--- config.mk ---
export PLATFORM = sky130hd
export DESIGN_NAME = e203_dtcm_ram_arb_flat
export DESIGN_NICKNAME = d
export VERILOG_FILES = /design/src/rtl/e203_dtcm_ram_arb_if.sv /design/src/rtl/e203_dtcm_ram_arb.sv /design/src/flat_wrapper.sv
export SDC_FILE = /design/constraint.sdc
export NUM_CORES = 1
export LEC_CHECK = 0
export ABC_AREA = 1
export CAP_MARGIN = 25
export CORE_MARGIN = 2
export CORE_UTILIZATION = 23
export CTS_CLUSTER_SIZE = 16
export DETAILED_ROUTE_END_ITERATION = 10
export GPL_TIMING_DRIVEN = 0
export PLACE_DENSITY = 0.62
export SLEW_MARGIN = 40
export SYNTH_ARGS = -nofsm -noshare
export SYNTH_HDL_FRONTEND = slang
export SYNTH_SLANG_ARGS = --single-unit
--- constraint.sdc ---
create_clock -name clk -period 1.8 [get_ports clk]
set_input_delay 0.27 -clock clk [delete_from_list [all_inputs] [get_ports clk]]
set_output_delay 0.27 -clock clk [all_outputs]
set_load 0.05 [all_outputs]
--- src/rtl/e203_dtcm_ram_arb_if.sv ---
// Command/response channel between one DTCM requester and the RAM arbiter.
// The requester drives the master side; the arbiter uses the slave side.
interface e203_dtcm_ram_arb_if #(
  parameter int AW = 14,
  parameter int DW = 32,
  parameter int MW = 4
);
  logic          cmd_valid;
  logic          cmd_ready;
  logic          cmd_read;
  logic [AW-1:0] cmd_addr;
  logic [DW-1:0] cmd_wdata;
  logic [MW-1:0] cmd_wmask;
  logic          rsp_valid;
  logic          rsp_ready;
  logic [DW-1:0] rsp_rdata;

  modport master (
    output cmd_valid, cmd_read, cmd_addr, cmd_wdata, cmd_wmask, rsp_ready,
    input  cmd_ready, rsp_valid, rsp_rdata
  );

  modport slave (
    input  cmd_valid, cmd_read, cmd_addr, cmd_wdata, cmd_wmask, rsp_ready,
    output cmd_ready, rsp_valid, rsp_rdata
  );
endinterface

--- src/rtl/e203_dtcm_ram_arb.sv ---
// Round-robin arbiter sharing the single-port DTCM RAM between the LSU (a) and
// a loader/DMA path (b), with a one-deep response stage and light-sleep control.
module e203_dtcm_ram_arb #(
  parameter int AW      = 14,
  parameter int DW      = 32,
  parameter int MW      = 4,
  parameter int LS_IDLE = 16,
  parameter int CW      = 5
) (
  input  logic          clk,
  input  logic          rst_n,
  e203_dtcm_ram_arb_if.slave a,
  e203_dtcm_ram_arb_if.slave b,
  output logic          dtcm_ram_cs,
  output logic          dtcm_ram_we,
  output logic [AW-1:0] dtcm_ram_addr,
  output logic [MW-1:0] dtcm_ram_wem,
  output logic [DW-1:0] dtcm_ram_din,
  input  logic [DW-1:0] dtcm_ram_dout,
  output logic          dtcm_ram_ls
);

  typedef enum logic [1:0] {ACTIVE, SLEEP, WAKE} state_e;

  state_e        state_q, state_d;
  logic [CW-1:0] idle_cnt_q, idle_cnt_d;
  logic          prio_a_q, prio_a_d;
  logic          rsp_vld_q, rsp_vld_d;
  logic          rsp_b_q, rsp_b_d;
  logic          rsp_rd_q, rsp_rd_d;
  logic          rsp_first_q, rsp_first_d;
  logic [DW-1:0] hold_q, hold_d;

  logic          any_valid, rsp_hs, issue, gnt_a, gnt_b, gnt;
  logic          sel_read;
  logic [AW-1:0] sel_addr;
  logic [DW-1:0] sel_wdata;
  logic [MW-1:0] sel_wmask;
  logic [DW-1:0] rsp_data;

  assign any_valid = a.cmd_valid | b.cmd_valid;
  assign rsp_hs    = rsp_vld_q & (rsp_b_q ? b.rsp_ready : a.rsp_ready);
  // rst_n gating keeps the RAM pins quiet while reset is held, even with valid requests.
  assign issue     = rst_n & (state_q == ACTIVE) & (~rsp_vld_q | rsp_hs);
  assign gnt_a     = issue & a.cmd_valid & (~b.cmd_valid | prio_a_q);
  assign gnt_b     = issue & b.cmd_valid & (~a.cmd_valid | ~prio_a_q);
  assign gnt       = gnt_a | gnt_b;

  assign sel_read  = gnt_b ? b.cmd_read  : a.cmd_read;
  assign sel_addr  = gnt_b ? b.cmd_addr  : a.cmd_addr;
  assign sel_wdata = gnt_b ? b.cmd_wdata : a.cmd_wdata;
  assign sel_wmask = gnt_b ? b.cmd_wmask : a.cmd_wmask;

  assign a.cmd_ready    = gnt_a;
  assign b.cmd_ready    = gnt_b;
  assign dtcm_ram_cs    = gnt;
  assign dtcm_ram_we    = gnt & ~sel_read;
  assign dtcm_ram_addr  = gnt ? sel_addr : '0;
  assign dtcm_ram_wem   = (gnt & ~sel_read) ? sel_wmask : '0;
  assign dtcm_ram_din   = gnt ? sel_wdata : '0;
  assign dtcm_ram_ls    = (state_q == SLEEP);

  // RAM dout is only valid in the first response cycle; afterwards the hold copy is used.
  assign rsp_data     = (rsp_vld_q & rsp_rd_q) ? (rsp_first_q ? dtcm_ram_dout : hold_q) : '0;
  assign a.rsp_valid  = rsp_vld_q & ~rsp_b_q;
  assign b.rsp_valid  = rsp_vld_q & rsp_b_q;
  assign a.rsp_rdata  = rsp_b_q ? '0 : rsp_data;
  assign b.rsp_rdata  = rsp_b_q ? rsp_data : '0;

  always_comb begin
    state_d    = state_q;
    idle_cnt_d = '0;
    case (state_q)
      ACTIVE: begin
        if (!any_valid && !rsp_vld_q) begin
          if (idle_cnt_q == CW'(LS_IDLE - 1)) state_d = SLEEP;
          else idle_cnt_d = idle_cnt_q + CW'(1);
        end
      end
      SLEEP:   if (any_valid) state_d = WAKE;
      WAKE:    state_d = ACTIVE;
      default: state_d = ACTIVE;
    endcase
  end

  always_comb begin
    rsp_vld_d   = rsp_vld_q;
    rsp_b_d     = rsp_b_q;
    rsp_rd_d    = rsp_rd_q;
    rsp_first_d = gnt;
    prio_a_d    = prio_a_q;
    hold_d      = hold_q;
    if (rsp_first_q) hold_d = dtcm_ram_dout;
    if (rsp_hs) rsp_vld_d = 1'b0;
    if (gnt) begin
      rsp_vld_d = 1'b1;
      rsp_b_d   = gnt_b;
      rsp_rd_d  = sel_read;
      prio_a_d  = gnt_b;
    end
  end

  always_ff @(posedge clk or negedge rst_n) begin
    if (!rst_n) begin
      state_q     <= ACTIVE;
      idle_cnt_q  <= '0;
      prio_a_q    <= 1'b1;
      rsp_vld_q   <= 1'b0;
      rsp_b_q     <= 1'b0;
      rsp_rd_q    <= 1'b0;
      rsp_first_q <= 1'b0;
    end else begin
      state_q     <= state_d;
      idle_cnt_q  <= idle_cnt_d;
      prio_a_q    <= prio_a_d;
      rsp_vld_q   <= rsp_vld_d;
      rsp_b_q     <= rsp_b_d;
      rsp_rd_q    <= rsp_rd_d;
      rsp_first_q <= rsp_first_d;
    end
  end

  always_ff @(posedge clk) begin
    hold_q <= hold_d;
  end

endmodule

--- src/flat_wrapper.sv ---
// flat-port wrapper written by rule: the top's interface ports become plain ports
module e203_dtcm_ram_arb_flat 
#(
  parameter int AW      = 14,
  parameter int DW      = 32,
  parameter int MW      = 4,
  parameter int LS_IDLE = 16,
  parameter int CW      = 5
)
  (clk, rst_n, dtcm_ram_cs, dtcm_ram_we, dtcm_ram_addr, dtcm_ram_wem, dtcm_ram_din, dtcm_ram_dout, dtcm_ram_ls, a_cmd_valid, a_cmd_read, a_cmd_addr, a_cmd_wdata, a_cmd_wmask, a_rsp_ready, a_cmd_ready, a_rsp_valid, a_rsp_rdata, b_cmd_valid, b_cmd_read, b_cmd_addr, b_cmd_wdata, b_cmd_wmask, b_rsp_ready, b_cmd_ready, b_rsp_valid, b_rsp_rdata);
  e203_dtcm_ram_arb_if #(.AW(AW), .DW(DW), .MW(MW)) a_i ();
  e203_dtcm_ram_arb_if #(.AW(AW), .DW(DW), .MW(MW)) b_i ();
  input  logic clk;
  input  logic rst_n;
  output logic dtcm_ram_cs;
  output logic dtcm_ram_we;
  output logic [AW-1:0] dtcm_ram_addr;
  output logic [MW-1:0] dtcm_ram_wem;
  output logic [DW-1:0] dtcm_ram_din;
  input  logic [DW-1:0] dtcm_ram_dout;
  output logic dtcm_ram_ls;
  input wire logic [$bits(a_i.cmd_valid)-1:0] a_cmd_valid;
  input wire logic [$bits(a_i.cmd_read)-1:0] a_cmd_read;
  input wire logic [$bits(a_i.cmd_addr)-1:0] a_cmd_addr;
  input wire logic [$bits(a_i.cmd_wdata)-1:0] a_cmd_wdata;
  input wire logic [$bits(a_i.cmd_wmask)-1:0] a_cmd_wmask;
  input wire logic [$bits(a_i.rsp_ready)-1:0] a_rsp_ready;
  output wire logic [$bits(a_i.cmd_ready)-1:0] a_cmd_ready;
  output wire logic [$bits(a_i.rsp_valid)-1:0] a_rsp_valid;
  output wire logic [$bits(a_i.rsp_rdata)-1:0] a_rsp_rdata;
  input wire logic [$bits(b_i.cmd_valid)-1:0] b_cmd_valid;
  input wire logic [$bits(b_i.cmd_read)-1:0] b_cmd_read;
  input wire logic [$bits(b_i.cmd_addr)-1:0] b_cmd_addr;
  input wire logic [$bits(b_i.cmd_wdata)-1:0] b_cmd_wdata;
  input wire logic [$bits(b_i.cmd_wmask)-1:0] b_cmd_wmask;
  input wire logic [$bits(b_i.rsp_ready)-1:0] b_rsp_ready;
  output wire logic [$bits(b_i.cmd_ready)-1:0] b_cmd_ready;
  output wire logic [$bits(b_i.rsp_valid)-1:0] b_rsp_valid;
  output wire logic [$bits(b_i.rsp_rdata)-1:0] b_rsp_rdata;
  assign a_i.cmd_valid = a_cmd_valid;
  assign a_i.cmd_read = a_cmd_read;
  assign a_i.cmd_addr = a_cmd_addr;
  assign a_i.cmd_wdata = a_cmd_wdata;
  assign a_i.cmd_wmask = a_cmd_wmask;
  assign a_i.rsp_ready = a_rsp_ready;
  assign a_cmd_ready = a_i.cmd_ready;
  assign a_rsp_valid = a_i.rsp_valid;
  assign a_rsp_rdata = a_i.rsp_rdata;
  assign b_i.cmd_valid = b_cmd_valid;
  assign b_i.cmd_read = b_cmd_read;
  assign b_i.cmd_addr = b_cmd_addr;
  assign b_i.cmd_wdata = b_cmd_wdata;
  assign b_i.cmd_wmask = b_cmd_wmask;
  assign b_i.rsp_ready = b_rsp_ready;
  assign b_cmd_ready = b_i.cmd_ready;
  assign b_rsp_valid = b_i.rsp_valid;
  assign b_rsp_rdata = b_i.rsp_rdata;
  e203_dtcm_ram_arb #(.AW(AW), .DW(DW), .MW(MW), .LS_IDLE(LS_IDLE), .CW(CW)) u_core (.clk(clk), .rst_n(rst_n), .a(a_i), .b(b_i), .dtcm_ram_cs(dtcm_ram_cs), .dtcm_ram_we(dtcm_ram_we), .dtcm_ram_addr(dtcm_ram_addr), .dtcm_ram_wem(dtcm_ram_wem), .dtcm_ram_din(dtcm_ram_din), .dtcm_ram_dout(dtcm_ram_dout), .dtcm_ram_ls(dtcm_ram_ls));
endmodule
---- Word-level counts from Yosys, hierarchy flattened ----
Cells that the tools add are included.
word-level totals
  output and inout port bits .............. 121
  bits in registers ....................... 44
cells by class
  eq/ne operators ......................... 5
  reduce and logical (&&, ||, !) cells .... 6
  add/sub/neg operators ................... 1
  bitwise logic cells ..................... 22
  mux-type cells .......................... 21
operators with widths
  kind                                                             count
  32-bit 2-to-1 mux                                                6
  14-bit 2-to-1 mux                                                2
  5-bit 2-to-1 mux                                                 3
  1-bit bitwise AND                                                11
  4-bit 2-to-1 mux                                                 2
  2-bit 2-to-1 mux                                                 3
  1-bit inverter                                                   6
  5-bit by 1-bit adder with 5-bit output, second input constant    1
  5-bit by 4-bit == test with 1-bit output, second input constant  1
  1-bit OR                                                         5
  1-bit 2-to-1 mux                                                 4
  2-bit != test, second input constant                             2
  2-bit case mux with 2 select lines                               1
  3-bit AND reduction                                              1
  2-bit by 1-bit == test with 1-bit output, second input constant  1
  1-bit logical NOT                                                2
  2-bit logical NOT                                                1
  2-bit by 1-bit != test with 1-bit output, second input constant  1
  2-bit nonzero test                                               1
  1-bit logical AND                                                1

---- Depth between registers and ports, before layout ----
  depth after elaboration ................. 10
  depth in mapped cells ................... 10
  gate-level depth less buffers ........... 8

---- Worst setup path after synthesis ----
No wires, ideal clock.
  path kind ............................... reg2out
  start ................................... register u_core.rsp_b_q
  end ..................................... output a_cmd_ready
  setup slack ............................. -0.403 ns
  path buffers ............................ 1
  stages on the path, launching flop included .. 7
  data arrival time ....................... 1.933 ns
  cell sequence ........................... dfrtp_1 -> buf_6 -> inv_6 -> nand2_2 -> nand3_4 -> nand2_1 -> a211oi_1
on the way
  word-level cells in the longest chain between the ends .. 6
ends and longest elaborated chain
  what                            line                      RTL
  start: declaration              e203_dtcm_ram_arb.sv:29   logic rsp_b_q, rsp_b_d;
  start signal: assignment        e203_dtcm_ram_arb.sv:117  rsp_b_q <= rsp_b_d;
  1-bit 2-to-1 mux                e203_dtcm_ram_arb.sv:42   assign rsp_hs = rsp_vld_q & (rsp_b_q ? b.rsp_ready : a.rsp_ready);
  1-bit bitwise AND               e203_dtcm_ram_arb.sv:42
  1-bit OR                        e203_dtcm_ram_arb.sv:44   assign issue = rst_n & (state_q == ACTIVE) & (~rsp_vld_q | rsp_hs);
  1-bit bitwise AND               e203_dtcm_ram_arb.sv:44
  1-bit bitwise AND (2 in a row)  e203_dtcm_ram_arb.sv:45   assign gnt_a = issue & a.cmd_valid & (~b.cmd_valid | prio_a_q);
  end: declaration                flat_wrapper.sv:28        output wire logic [$bits(a_i.cmd_ready)-1:0] a_cmd_ready;
No other way between the ends.

---- Worst setup path in the final report ----
  start ................................... register u_core.rsp_b_q
  end ..................................... output dtcm_ram_wem[2]
on the way
  word-level cells in the longest chain between the ends .. 10
ends and longest elaborated chain
  what                            line                     RTL
  1-bit 2-to-1 mux *              e203_dtcm_ram_arb.sv:42
  1-bit bitwise AND *             e203_dtcm_ram_arb.sv:42
  1-bit OR *                      e203_dtcm_ram_arb.sv:44
  1-bit bitwise AND *             e203_dtcm_ram_arb.sv:44
  1-bit bitwise AND (2 in a row)  e203_dtcm_ram_arb.sv:46  assign gnt_b = issue & b.cmd_valid & (~a.cmd_valid | ~prio_a_q);
  1-bit 2-to-1 mux                e203_dtcm_ram_arb.sv:49  assign sel_read = gnt_b ? b.cmd_read : a.cmd_read;
  1-bit inverter                  e203_dtcm_ram_arb.sv:59  assign dtcm_ram_wem = (gnt & ~sel_read) ? sel_wmask : '0;
  1-bit bitwise AND               e203_dtcm_ram_arb.sv:59
  4-bit 2-to-1 mux *              e203_dtcm_ram_arb.sv:59
  end: declaration                flat_wrapper.sv:18       output logic [MW-1:0] dtcm_ram_wem;
Every way passes the cells marked *; elsewhere a longest branch is shown, timed or not.

==> results.yml <==
die:
  core_sq_mm: 0.0120
  die_y_microns: 115
  initial_core_util_pct: 23.5
  io_pins: 261
  dieArea_sq_mm: 0.0131
  rows: 40
  die_width_microns: 115
synthesis:
  yosys_warnings: 0
  ys.flop_type: "dfxtp_1"
  synthCells: 420
  ys_types: 31
  synth_seq_area_share_pct: 33.5
  netlist_area_sq_mm: 0.00282
  syn-num-nets: 561
  synth-edff-count: 0
  ys_seq_elements: 44
  async_flop_share_pct: 27.3
  syn_avg_cell_area_sq_um: 6.70
sta:
  slew_headroom_pct: 63.3
  setup_ws_ps: -239
  timing.setup.tns_ps: -17650
  rsz0062_at_grt: "true"
  worst_pin_slew_ps: 553
  fin_crit_ps: 2040
  fmax_mhz: 490
  finClkSkew_ps: 1.98
  maxSlewViolCount: 0
  setup_violations: 114
  whs_ps: 36.9
  timing_hold_violations_final: 0
  period_share_pct: 113
routing:
  route.detailed.drc: 0
  drt_iter0_drc: 82
  post_drt_via_cell_ratio: 4.50
  routedWlPerCell_microns: 16.0
  vias: 3951
  drt-pass1-iter-count: 4
  drt_wl_total_microns: 14100
  ant_nets: 0
layout:
  fin_area_sq_mm: 0.00808
  syn_to_final_growth_pct: 187
  final_cell_mix: "clkdlybuf4s50_1 (136), buf_6 (103), nor2_4 (94), nor2_2 (61), o21ai_2 (40)"
  final_cell_count_no_fill: 878
  mostFrequentLayoutCell: "clkdlybuf4s50_1"
  layout-drive-gt1-share_pct: 65.8
  final_util_pct: 67.5
  nNetsFinal: 870
power_and_ir_drop:
  finalPower_mw: 11.6
  peakVddDrop_mv: 0.564
  powerDensity_mw_per_mm2: 1440
  p_leak_nw: 3.49
placement:
  place.gp.congestion: 0.825
  hpwlAfterDp_microns: 10500
  dpl_worst_slack_ps: -1630
  placed_cell_area_sq_mm: 0.00606
  dp_cells: 827
  port_buffers: 260
global_route:
  grt.total_usage_pct: 19.1
  grt_pass1_vias: 3965
  gr-total-overflow: 0
  antenna_found_initial: 2
  grt_first_pass_wirelength_microns: 19700
  grt_max_degree: 13
clock_network:
  clock-sinks: 44
  cts_root_buf: "clkbuf_16"
  htreeDepth: 2
  cts_tree: "yes"
  clockBufferDepth: 2
  cts_made_buffers: 5
  worstSkewPairLatency_ps: 280
  clk_pin_slew_ps: 60
worst_setup_path:
  path_max_fanout: 6
  startpoint_type: "flip-flop"
  cp.arrival_ps: 1770
  worstSetupPathType: "reg -> out"
  worst_ep_required_time_ps: 1530
  endpoint_kind: "output pin"
hold_path:
  hp-class: "in -> async"
status:
  violations: "setup timing"
  run_status: "finished, violations left"
flow_run:
  maxCapViolations: 0
path summary, 6_finish.rpt:
kind                                           start              endpoint  slack [ps]  depth (start not counted)
worst max-delay path                  u_core.rsp_b_q       dtcm_ram_wem[2]        -240                         11
min in group clk                u_core.idle_cnt_q[0]  u_core.idle_cnt_q[0]         460                          1
worst min-delay path                           rst_n       u_core.prio_a_q          40                          1
worst min register to register  u_core.idle_cnt_q[0]  u_core.idle_cnt_q[0]         460                          1
worst max register to register        u_core.rsp_b_q        u_core.rsp_b_q         260                         10
max in group asynchronous                      rst_n    u_core.rsp_first_q         840                          2
cell type report:
class	count	area, sq um
Antenna cell	1	2.50
Buffer	28	339
Clock buffer	7	133
Clock inverter	1	3.75
Fill cell	908	3880
Inverter	24	100
Multi-Input combinational cell	323	3030
Sequential cell	44	945
Tap cell	147	184
Timing Repair Buffer	303	3340
state kept, by name (all words and copies together), names as in the netlist:
signal and count:
u_core.hold_q 32, u_core.rsp_rd_q 1, u_core.idle_cnt_q 5, u_core.prio_a_q 1, u_core.rsp_b_q 1, u_core.rsp_first_q 1
u_core.state_q 2, u_core.rsp_vld_q 1
layer usage:
metal  GRT usage, %  vias up  wire length (microns)
met5              0        -                     10
met4           4.47        2                    140
met3           7.25       12                   1360
met2           37.6      162                   7840
met1           18.5     1834                   4730
li1               -     1941                      -
logic make-up (layout without fill, tap and decap cells):
logic type      after synthesis  in the layout  share of synthesized area, %
simple gates                237            237                          34.2
buf+inv                      53            363                          9.07
compound gates               52             52                          9.69
flops                        44             44                          33.5
mux                          32             32                          12.8
fa+ha+maj                     1              1                         0.444
xor+xnor                      1              1                         0.311
other cells                   0              1                             0
worst max-delay path: stages (launching register included):
cell and delay (ps):
dfrtp_1 370, buf_6 140, nand2_4 60, nand3_4 120, nand3_4 140, buf_6 140, buf_6 120, nand2_2 50
nand2_2 60, inv_2 30, nor2_2 80, buf_6 160
synth_stat cells (3+ instances only):
cell type | instances | share of area, %
inv_2 | 3 | 0.40
buf_4 | 4 | 1.1
nand4_1 | 5 | 1.1
dfxtp_1 | 32 | 23
nand3_4 | 3 | 1.9
buf_1 | 3 | 0.40
dfrtp_1 | 11 | 9.8
o21ai_1 | 8 | 1.4
inv_1 | 20 | 2.7
buf_2 | 8 | 1.4
nand2_1 | 53 | 7.1
o21ai_0 | 40 | 7.1
mux2_1 | 11 | 4.4
nor2_1 | 169 | 23
clkbuf_1 | 11 | 1.5
mux2_2 | 21 | 8.4
power by group:
part / leakage (nW) / total [mW] / internal [mW] / switching, mW
clock network: 0.0656 / 0.859 / 0.510 / 0.349
logic: 3.00 / 9.23 / 3.66 / 5.57
registers: 0.423 / 1.53 / 1.38 / 0.152
total: 3.49 / 11.6 / 5.55 / 6.07
repair_timing:
action / in CTS / in global routing
setup endpoints to repair: 124 / 121
hold buffers: 1 / 0
resized for setup: 971 / 296
pin swaps: 14 / 16
buffers inserted: 24 / 12
gates cloned: 4 / 3
hold endpoints to repair: 11 / 0
No activity file was read; power rests on OpenSTA's default activity.
